==> src/rtl/keypad_pkg.sv <==
// Shared types and constants for the keypad matrix emulator.
package keypad_pkg;

    typedef enum logic [2:0] {
        ST_IDLE,
        ST_PRESS_BOUNCE,
        ST_HOLD,
        ST_REL_BOUNCE,
        ST_DONE
    } kp_state_e;

    // Bounce generator: 8-bit Fibonacci LFSR, x^8+x^6+x^5+x^4+1, shifting left.
    // Feedback is the XOR of register bits 7,5,4,3.
    localparam logic [7:0] LFSR_SEED = 8'hA5;
    localparam logic [7:0] LFSR_TAPS = 8'b1011_1000;

    // Key code layout: {row[1:0], col[1:0]}.
    function automatic logic [1:0] key_row(input logic [3:0] key);
        return key[3:2];
    endfunction

    function automatic logic [1:0] key_col(input logic [3:0] key);
        return key[1:0];
    endfunction

endpackage

==> src/rtl/keypad_emulator_if.sv <==
// Press-command handshake between a test driver and the keypad emulator.
interface keypad_emulator_if #(
    parameter int HOLD_W = 16
);
    logic              cmd_valid;
    logic              cmd_ready;
    logic [3:0]        cmd_key;
    logic [HOLD_W-1:0] cmd_hold;

    modport master (
        output cmd_valid,
        output cmd_key,
        output cmd_hold,
        input  cmd_ready
    );

    modport slave (
        input  cmd_valid,
        input  cmd_key,
        input  cmd_hold,
        output cmd_ready
    );
endinterface

==> src/rtl/bounce_lfsr.sv <==
// Free-running LFSR that supplies the random contact value during bounce phases.
module bounce_lfsr
    import keypad_pkg::*;
(
    input  logic clk,
    input  logic nrst,
    output logic bounce_next
);
    logic [7:0] lfsr_q;
    logic [7:0] lfsr_d;

    // Next LFSR value; bit 0 of it is what the register holds during the next cycle.
    always_comb begin
        lfsr_d      = {lfsr_q[6:0], ^(lfsr_q & LFSR_TAPS)};
        bounce_next = lfsr_d[0];
    end

    // Advance every cycle regardless of emulator state.
    always_ff @(posedge clk or negedge nrst) begin
        if (!nrst) begin
            lfsr_q <= LFSR_SEED;
        end else begin
            lfsr_q <= lfsr_d;
        end
    end
endmodule

==> src/rtl/keypad_emulator.sv <==
// Emulates one switch of a passive 4x4 key matrix: press bounce, hold, release bounce.
module keypad_emulator
    import keypad_pkg::*;
#(
    parameter int BOUNCE_CYCLES = 16,
    parameter int HOLD_W        = 16
) (
    input  logic             clk,
    input  logic             nrst,
    keypad_emulator_if.slave cmd,
    input  logic [3:0]       col_in,
    output logic [3:0]       row_out,
    output logic             busy,
    output logic             done
);
    localparam int BC_W  = $clog2(BOUNCE_CYCLES + 1);
    localparam int CNT_W = (HOLD_W > BC_W) ? HOLD_W : BC_W;
    localparam bit HAS_BOUNCE = (BOUNCE_CYCLES > 0);
    localparam logic [CNT_W-1:0] BOUNCE_LAST =
        HAS_BOUNCE ? CNT_W'(BOUNCE_CYCLES - 1) : '0;

    // Phase counters count down to zero; a hold of 0 is stretched to 1 cycle.
    function automatic logic [CNT_W-1:0] hold_last(input logic [HOLD_W-1:0] h);
        logic [CNT_W-1:0] h_ext;
        h_ext = CNT_W'(h);
        return (h == '0) ? '0 : h_ext - CNT_W'(1);
    endfunction

    kp_state_e         state_q, state_d;
    logic [CNT_W-1:0]  cnt_q, cnt_d;
    logic [3:0]        key_q, key_d;
    logic [HOLD_W-1:0] hold_q, hold_d;
    logic              contact_q, contact_d;
    logic              busy_q, busy_d;
    logic              done_q, done_d;
    logic              bounce_next;

    bounce_lfsr u_lfsr (
        .clk         (clk),
        .nrst        (nrst),
        .bounce_next (bounce_next)
    );

    // Next-state logic; registered outputs are decoded from the next state so they
    // line up with the state they belong to.
    always_comb begin
        state_d = state_q;
        cnt_d   = cnt_q;
        key_d   = key_q;
        hold_d  = hold_q;
        case (state_q)
            ST_IDLE: begin
                if (cmd.cmd_valid && !busy_q) begin
                    key_d  = cmd.cmd_key;
                    hold_d = cmd.cmd_hold;
                    if (HAS_BOUNCE) begin
                        state_d = ST_PRESS_BOUNCE;
                        cnt_d   = BOUNCE_LAST;
                    end else begin
                        state_d = ST_HOLD;
                        cnt_d   = hold_last(cmd.cmd_hold);
                    end
                end
            end
            ST_PRESS_BOUNCE: begin
                if (cnt_q == '0) begin
                    state_d = ST_HOLD;
                    cnt_d   = hold_last(hold_q);
                end else begin
                    cnt_d = cnt_q - CNT_W'(1);
                end
            end
            ST_HOLD: begin
                if (cnt_q == '0) begin
                    if (HAS_BOUNCE) begin
                        state_d = ST_REL_BOUNCE;
                        cnt_d   = BOUNCE_LAST;
                    end else begin
                        state_d = ST_DONE;
                        cnt_d   = '0;
                    end
                end else begin
                    cnt_d = cnt_q - CNT_W'(1);
                end
            end
            ST_REL_BOUNCE: begin
                if (cnt_q == '0) begin
                    state_d = ST_DONE;
                    cnt_d   = '0;
                end else begin
                    cnt_d = cnt_q - CNT_W'(1);
                end
            end
            ST_DONE: begin
                state_d = ST_IDLE;
            end
            default: begin
                state_d = ST_IDLE;
                cnt_d   = '0;
            end
        endcase

        case (state_d)
            ST_PRESS_BOUNCE, ST_REL_BOUNCE: contact_d = bounce_next;
            ST_HOLD:                        contact_d = 1'b1;
            default:                        contact_d = 1'b0;
        endcase
        busy_d = (state_d != ST_IDLE);
        done_d = (state_d == ST_DONE);
    end

    // State and registered outputs.
    always_ff @(posedge clk or negedge nrst) begin
        if (!nrst) begin
            state_q   <= ST_IDLE;
            cnt_q     <= '0;
            key_q     <= '0;
            hold_q    <= '0;
            contact_q <= 1'b0;
            busy_q    <= 1'b0;
            done_q    <= 1'b0;
        end else begin
            state_q   <= state_d;
            cnt_q     <= cnt_d;
            key_q     <= key_d;
            hold_q    <= hold_d;
            contact_q <= contact_d;
            busy_q    <= busy_d;
            done_q    <= done_d;
        end
    end

    // Passive switch: the selected row follows the selected column while closed.
    always_comb begin
        row_out = '0;
        row_out[key_row(key_q)] = contact_q & col_in[key_col(key_q)];
    end

    assign cmd.cmd_ready = ~busy_q;
    assign busy          = busy_q;
    assign done          = done_q;
endmodule

==> src/flat_wrapper.sv <==
// flat-port wrapper written by rule: the top's interface ports become plain ports
module keypad_emulator_flat import keypad_pkg::*;
#(
    parameter int BOUNCE_CYCLES = 16,
    parameter int HOLD_W        = 16
)
  (clk, nrst, col_in, row_out, busy, done, cmd_cmd_valid, cmd_cmd_key, cmd_cmd_hold, cmd_cmd_ready);
  keypad_emulator_if #(.HOLD_W(HOLD_W)) cmd_i ();
  input  logic clk;
  input  logic nrst;
  input  logic [3:0] col_in;
  output logic [3:0] row_out;
  output logic busy;
  output logic done;
  input wire logic [$bits(cmd_i.cmd_valid)-1:0] cmd_cmd_valid;
  input wire logic [$bits(cmd_i.cmd_key)-1:0] cmd_cmd_key;
  input wire logic [$bits(cmd_i.cmd_hold)-1:0] cmd_cmd_hold;
  output wire logic [$bits(cmd_i.cmd_ready)-1:0] cmd_cmd_ready;
  assign cmd_i.cmd_valid = cmd_cmd_valid;
  assign cmd_i.cmd_key = cmd_cmd_key;
  assign cmd_i.cmd_hold = cmd_cmd_hold;
  assign cmd_cmd_ready = cmd_i.cmd_ready;
  keypad_emulator #(.BOUNCE_CYCLES(BOUNCE_CYCLES), .HOLD_W(HOLD_W)) u_core (.clk(clk), .nrst(nrst), .cmd(cmd_i), .col_in(col_in), .row_out(row_out), .busy(busy), .done(done));
endmodule
==> config.mk <==
export PLATFORM = sky130hd
export DESIGN_NAME = keypad_emulator_flat
export DESIGN_NICKNAME = d
export VERILOG_FILES = /design/src/rtl/keypad_pkg.sv /design/src/rtl/keypad_emulator_if.sv /design/src/rtl/bounce_lfsr.sv /design/src/rtl/keypad_emulator.sv /design/src/flat_wrapper.sv
export SDC_FILE = /design/constraint.sdc
export NUM_CORES = 1
export LEC_CHECK = 0
export BUFFER_PORTS_ARGS = -buffer_cell sky130_fd_sc_hd__buf_2
export CAP_MARGIN = 5
export CORE_ASPECT_RATIO = 1.2
export CORE_MARGIN = 1.5
export CORE_UTILIZATION = 55
export DETAILED_ROUTE_END_ITERATION = 10
export GPL_ROUTABILITY_DRIVEN = 0
export PLACE_DENSITY = 0.81
export SYNTH_ARGS = -nofsm -noshare
export SYNTH_HDL_FRONTEND = slang
export SYNTH_HIERARCHICAL = 1
export SYNTH_SLANG_ARGS = --single-unit
==> constraint.sdc <==
create_clock -name clk -period 2.45 [get_ports clk]
set_input_delay 0.49 -clock clk [delete_from_list [all_inputs] [get_ports clk]]
set_output_delay 0.49 -clock clk [all_outputs]
set_load 0.03 [all_outputs]
==> results.py, run 1 <==
metrics = {
    "setup_path": {
        "path_cells": "inv_1 > ha_1 > or3b_2 > nor3_1 > a211oi_2 > o21ai_1 > o221ai_1",
        "slowest_stage": "or3b_2",
        "startpoint_type": "register",
        "endpoint_kind": "register",
        "critPathMaxFanout": 7,
        "arrival_ns": 2.49,
        "slowest_delay_ns": 0.56,
        "worstSetupPathType": "register to register",
        "critPathRequiredTime_ns": 2.63,
    },
    "timing": {
        "tns_ns": 0,
        "hold_viol_final": 0,
        "clock_skew_ns": 0.01054,
        "setup_viol": 0,
        "rsz0062_at_grt": "false",
        "max_freq_mhz": 431.9,
        "fin_crit_sh_pct": 94.51,
        "min_period_ns": 2.316,
        "slew-limit-headroom_pct": 16.25,
        "slew_violations": 0,
        "worstMarginPinSlew_ns": 1.247,
    },
    "pwr": {
        "vdd.ir_drop.worst_uv": 431.4,
        "power_density_mw_per_mm2": 472.0,
        "leakage_uw": 0.001398,
    },
    "placed_design": {
        "dp_cells": 341,
        "place_hpwl_mm": 4.109,
        "port_buffers": 33,
    },
    "route": {
        "ant_nets": 0,
        "viasPerCell": 6.189,
        "drt-wirelength-per-cell_microns": 16.16,
        "drt-initial-drc-count": 122,
        "drt-total-wl_mm": 5.657,
        "via_count": 2166,
        "drc_errors": 0,
        "drtPass1Iterations": 4,
    },
    "yosys": {
        "ys_warn_count": 6,
        "ys.flop_type": "dfrtp_1",
        "yosysUniqueCellTypes": 44,
        "synthArstFlopShare_pct": 100.0,
        "postSynthAreaPerCell_sq_um": 10.57,
        "synth-edff-count": 0,
        "ys_seq_area_share_pct": 46.22,
        "netlist_area_sq_mm": 0.002718,
        "ys_ff_latch": 50,
        "syn_inst": 257,
        "syn_nets": 288,
    },
    "floorplan": {
        "core-area_sq_mm": 0.004662,
        "initial_core_util_pct": 58.29,
        "die_area_sq_mm": 0.005374,
        "die_h_microns": 80,
        "die_x_microns": 67.17,
        "row_count": 27,
        "ios": 34,
    },
    "final_layout": {
        "multi_input_area_sq_mm": 0.001359,
        "final-seq-area_sq_mm": 0.001256,
        "nFillCells": 355,
        "layoutNonFillerInstCount": 350,
        "antennaDiodeCount": 0,
        "areaGrowthSynthToFinish_pct": 13.58,
        "drive_above_1_share_pct": 29.79,
        "final_nets": 322,
    },
    "global_routing": {
        "antenna_found_initial": 0,
        "grt_pass1_wl_mm": 9.356,
        "grt_pass1_vias": 2060,
        "grt_use_total_pct": 23.04,
        "grt_overflow": 0,
        "grt_max_degree": 27,
    },
    "status": {
        "status": "completed",
    },
    "clocking": {
        "cts-root-buf": "clkbuf_8",
        "cts_buffers": 5,
        "clk_path_buf_depth": 2,
        "h-tree-depth": 2,
        "ctsHoldBuffers": 0,
        "clock_sinks": 50,
        "path_clk_slew_ns": 0.10,
        "cts_tree": "yes",
        "clk_latency_ns": 0.31,
    },
    "hold_path": {
        "hold_path_class": "input port to async pin",
    },
    "flow_run": {
        "cap_violations": 0,
    },
}
-- per-layer routing --
layer / global-route usage [%] / vias to the layer above / routed length (microns)
met4: 10.41 / 0 / 127
met5: 0 / - / 0
li1: - / 1014 / -
met2: 37.13 / 92 / 2846
met1: 29.95 / 1049 / 2348
met3: 4.090 / 11 / 334
-- repair_timing --
| item | CTS | global route |
|---|---|---|
| gates resized for setup | 0 | 0 |
| endpoints found under the setup margin | 0 | 1 |
| setup buffers | 0 | 0 |
-- path summary, 6_finish.rpt --
kind	start	to	slack (ns)	cells past startpoint
min	nrst	u_core/u_lfsr/lfsr_q[1]$_DFF_PN0_	0.05	1
max reg2reg	u_core/cnt_q[0]$_DFFE_PN0P_	u_core/cnt_q[12]$_DFFE_PN0P_	0.13	7
min reg2reg	u_core/u_lfsr/lfsr_q[1]$_DFF_PN0_	u_core/u_lfsr/lfsr_q[2]$_DFF_PN1_	0.37	0
min in group clk	u_core/u_lfsr/lfsr_q[1]$_DFF_PN0_	u_core/u_lfsr/lfsr_q[2]$_DFF_PN1_	0.37	0
max	u_core/cnt_q[0]$_DFFE_PN0P_	u_core/cnt_q[12]$_DFFE_PN0P_	0.13	7
max in group asynchronous	nrst	u_core/u_lfsr/lfsr_q[0]$_DFF_PN1_	1.78	2
-- registers in the layout, summed over array words and instances (netlist names) --
name	count
u_core/u_lfsr/lfsr_q	8
u_core/state_q	3
u_core/done	1
u_core/contact_q	1
u_core/hold_q	16
u_core/busy	1
u_core/cnt_q	16
u_core/key_q	4
-- critical path, delay by kind of cell (launching register included) --
kind / cells / cell delay, ns
and+or+nand+nor: 2 / 1.05
DFF: 1 / 0.40
AOI/OAI and AO/OA: 3 / 0.39
adders and majority gates: 1 / 0.20
buffers and inverters: 1 / 0.14
-- synth_stat cells, types with 2 or more instances --
cell	n	area, sq um
nor2_1	15	56.30
nand2b_1	4	25.02
o221ai_1	4	35.03
nor3b_1	5	37.54
xnor2_1	10	87.58
o22ai_1	2	12.51
buf_2	4	20.02
or3_1	6	37.54
a21oi_1	7	35.03
nand3b_1	3	22.52
o211ai_1	5	37.54
o21ai_0	2	10.01
nor4_1	10	62.56
inv_1	9	33.78
and4_1	2	17.52
a211oi_1	3	22.52
o21ai_1	17	85.08
dfrtp_1	46	1151
xor2_1	9	78.83
mux2_2	22	247.7
a211oi_2	2	25.02
nor3_1	16	80.08
o22ai_2	2	25.02
nand2_1	14	52.55
nand2_4	2	22.52
dfstp_2	4	105.1
or4_1	5	37.54
ha_1	4	50.05
buf_6	2	22.52
clkbuf_1	7	26.28
-- kinds of logic after synthesis --
kind of cell / after synthesis / synth area share [%]
adder cells (fa/ha/maj): 5 / 2.210
AO/OA/AOI/OAI: 48 / 11.97
XOR/XNOR: 19 / 6.123
buffers and inverters: 22 / 3.775
multiplexers: 23 / 9.945
AND/OR/NAND/NOR: 90 / 19.75
flip-flops: 50 / 46.22
-- cells in the final DEF, fill, tap and decap left out, types with 6 or more instances in the layout --
cell type,instances
nand2_1,14
xnor2_1,10
inv_1,9
nor3_1,16
xor2_1,9
buf_2,33
dfrtp_1,46
nor2_1,15
or3_1,6
o21ai_1,17
nor4_1,10
a21oi_1,7
mux2_2,22
-- final cells by class --
type	count	area share [%]
multi-input combinational	185	44.02
inverter	9	1.094
clock inverter	3	1.581
timing repair buffer	40	8.026
clock buffer	5	2.229
sequential	50	40.70
tap	58	2.351
-- metrics by stage --
step           utilization (%)  area (sq um)  power [uW]  worst slack [ns]  hold slack (ns)
3_5_place_dp             63.15          2944       881.0            0.1695           0.3386
5_1_grt                  66.21          3087        1505          0.001015          0.05803
2_1_floorplan                -          2718       843.1            0.2784           0.1944
6_report                 66.21          3087        1457            0.1345          0.05152
3_3_place_gp             63.15          2944       880.0            0.2269           0.3338
4_1_cts                  65.67          3062        1468            0.1501          0.06188
-- report_power, final --
| group | internal [uW] | switching, uW |
|---|---|---|
| clock | 311 | 283 |
| sequential | 825 | 0 |
| combinational | 17.9 | 20.6 |
| total | 1150 | 303 |
No activity file was read; power rests on OpenSTA's default activity.
==> run 2, diff against run 1 <==
--- a/config.mk
+++ b/config.mk
@@ -5,10 +5,11 @@
 export SDC_FILE = /design/constraint.sdc
 export NUM_CORES = 1
 export LEC_CHECK = 0
+export ABC_AREA = 0
 export BUFFER_PORTS_ARGS = -buffer_cell sky130_fd_sc_hd__buf_2
 export CAP_MARGIN = 5
 export CORE_ASPECT_RATIO = 1.2
-export CORE_MARGIN = 1.5
+export CORE_MARGIN = 8
 export CORE_UTILIZATION = 55
 export DETAILED_ROUTE_END_ITERATION = 10
 export GPL_ROUTABILITY_DRIVEN = 0
==> run 2 against run 1 <==
Critical path depth up 1. Non-clock buffer count is 1 lower. Fmax increased by 2.1%. Clock-buffer cell count grew 1. Final area fell by 0.97%. Worst hold slack improved by 0.23 ns. Setup slack improved by 0.049 ns. Register-to-register slack improved by 0.05 ns. Critical path type unchanged. Largest power group unchanged. Highest routed layer unchanged.
==> results.py, run 2 (same netlist as run 1, synthesis figures left out) <==
metrics = {
    "status": {
        "status": "completed",
    },
    "timing": {
        "clock_skew_ns": 0.004978,
        "worstMarginPinSlew_ns": 1.280,
        "min_period_ns": 2.267,
        "tns_ns": 0,
        "fin_crit_sh_pct": 92.52,
        "rsz0062_at_grt": "false",
        "max_freq_mhz": 441.1,
        "setup_viol": 0,
        "slew_violations": 0,
        "hold_viol_final": 0,
        "slew-limit-headroom_pct": 13.99,
    },
    "final_layout": {
        "top_regs": "u_core/cnt_q: 16 flops, u_core/hold_q: 16 flops, u_core/u_lfsr/lfsr_q: 8 flops",
        "nFillCells": 380,
        "layout_commonest_cell": "dfrtp_1",
        "areaGrowthSynthToFinish_pct": 12.48,
        "mostFrequentLayoutCells": "dfrtp_1 (46), buf_2 (33), mux2_2 (22)",
        "final_nets": 321,
        "layoutNonFillerInstCount": 351,
        "drive_above_1_share_pct": 29.21,
        "antennaDiodeCount": 0,
    },
    "route": {
        "ant_nets": 0,
        "drtPass1Iterations": 5,
        "viasPerCell": 6.028,
        "drt-total-wl_mm": 5.669,
        "via_count": 2116,
        "drt-wirelength-per-cell_microns": 16.15,
        "drc_errors": 0,
        "drt-initial-drc-count": 232,
    },
    "setup_path": {
        "r2r_cells": 8,
        "endpoint_kind": "register",
        "startpoint_type": "register",
        "arrival_ns": 2.49,
        "timing.rr.end": "u_core/contact_q$_DFF_PN0_",
        "worstReg2RegStart": "u_core/cnt_q[0]$_DFFE_PN0P_",
        "worstSetupPathType": "register to register",
        "critPathMaxFanout": 9,
        "critPathRequiredTime_ns": 2.68,
        "rrSetupSlack_ns": 0.18,
    },
    "pwr": {
        "p_sw_uw": 281.9,
        "clkPwrFrac_pct": 39.6,
        "p_int_uw": 1146,
        "p_sw_share_pct": 19.74,
        "pwr-share-comb_pct": 2.6,
        "seqPwrFrac_pct": 57.8,
        "vdd.ir_drop.worst_uv": 332.2,
        "power_density_mw_per_mm2": 467.2,
        "total_power_uw": 1428,
        "leakage_uw": 0.001388,
    },
    "floorplan": {
        "die_x_microns": 80.17,
        "die_area_sq_mm": 0.007456,
        "initial_core_util_pct": 56.21,
        "ios": 34,
        "row_count": 28,
        "die_h_microns": 93,
        "core-area_sq_mm": 0.004835,
    },
    "flow_run": {
        "cap_violations": 0,
    },
    "clocking": {
        "clk_path_buf_depth": 2,
        "h-tree-depth": 2,
        "cts-root-buf": "clkbuf_8",
        "path_clk_slew_ns": 0.09,
        "clk_latency_ns": 0.30,
        "clock_sinks": 50,
        "cts_resized": 0,
        "ctsHoldBuffers": 0,
        "cts_setup_buffers": 0,
        "cts_buffers": 5,
        "cts_tree": "yes",
    },
    "global_routing": {
        "grt_use_total_pct": 16.54,
        "grt_pass1_vias": 2117,
        "grt_overflow": 0,
        "antenna_found_initial": 0,
        "grt_pass1_wl_mm": 10.01,
        "grt_max_degree": 51,
    },
    "placed_design": {
        "place_hpwl_mm": 4.256,
        "port_buffers": 33,
        "dp_cells": 343,
    },
    "hold_path": {
        "hold_path_class": "input port to async pin",
    },
}
==> run 2: layout make-up <==
type	count	area, sq um	area share (%)
inverter	9	33.78	1.105
tap	60	75.07	2.456
timing repair buffer	39	222.7	7.286
multi-input combinational	185	1359	44.45
clock buffer	6	72.57	2.374
clock inverter	2	37.54	1.228
sequential	50	1256	41.10
==> run 2: stage by stage <==
step	hold WS [ns]	setup slack [ns]	util, %	instance area (sq um)
final	0.2853	0.1832	63.22	3057
after global routing	0.3445	0.02395	63.22	3057
after CTS	0.3008	0.1771	63.22	3057
after detailed placement	0.3384	0.1967	60.95	2947
after global placement	0.3384	0.2604	60.95	2947
after floorplan	0.1944	0.2784	-	2718
==> run 2: worst max path at each step <==
| stage | from | endpoint | slack, ns | cells past startpoint |
|---|---|---|---|---|
| 2_1_floorplan | u_core/cnt_q[0]$_DFFE_PN0P_ | u_core/cnt_q[0]$_DFFE_PN0P_ | 0.28 | 8 |
| 3_3_place_gp | u_core/cnt_q[0]$_DFFE_PN0P_ | u_core/contact_q$_DFF_PN0_ | 0.26 | 8 |
| 3_5_place_dp | u_core/cnt_q[0]$_DFFE_PN0P_ | u_core/contact_q$_DFF_PN0_ | 0.20 | 8 |
| 4_1_cts | u_core/cnt_q[0]$_DFFE_PN0P_ | u_core/contact_q$_DFF_PN0_ | 0.18 | 8 |
| 5_1_grt | u_core/cnt_q[0]$_DFFE_PN0P_ | u_core/cnt_q[1]$_DFFE_PN0P_ | 0.02 | 8 |
| 6_report | u_core/cnt_q[0]$_DFFE_PN0P_ | u_core/contact_q$_DFF_PN0_ | 0.18 | 8 |
==> run 2: metal layers <==
metal | wire length, microns | up-vias | part of all wire [%] | GRT usage [%]
met5 | 0 | - | 0 | 0
met4 | 70 | 0 | 1.2 | 6.383
met3 | 265 | 6 | 4.7 | 3.455
met2 | 2954 | 58 | 52 | 27.75
met1 | 2379 | 1041 | 42 | 20.14
li1 | - | 1011 | - | -
==> run 2: worst max-delay path, cell delays in order, from the launching register on <==
cell	delay (ns)
dfrtp_1	0.39
inv_1	0.13
ha_1	0.16
or4b_1	0.51
nor4_4	0.32
buf_4	0.23
o21ai_1	0.07
mux2_2	0.28
o22ai_2	0.11
==> run 2: power groups by stage <==
stage	Combinational, uW	Clock, uW	Sequential, uW
after floorplan	1.94	0	841
after global placement	37.3	0	841
after detailed placement	38.9	0	841
after CTS	39.1	583	825
after global routing	43.6	606	825
final	37.2	566	825
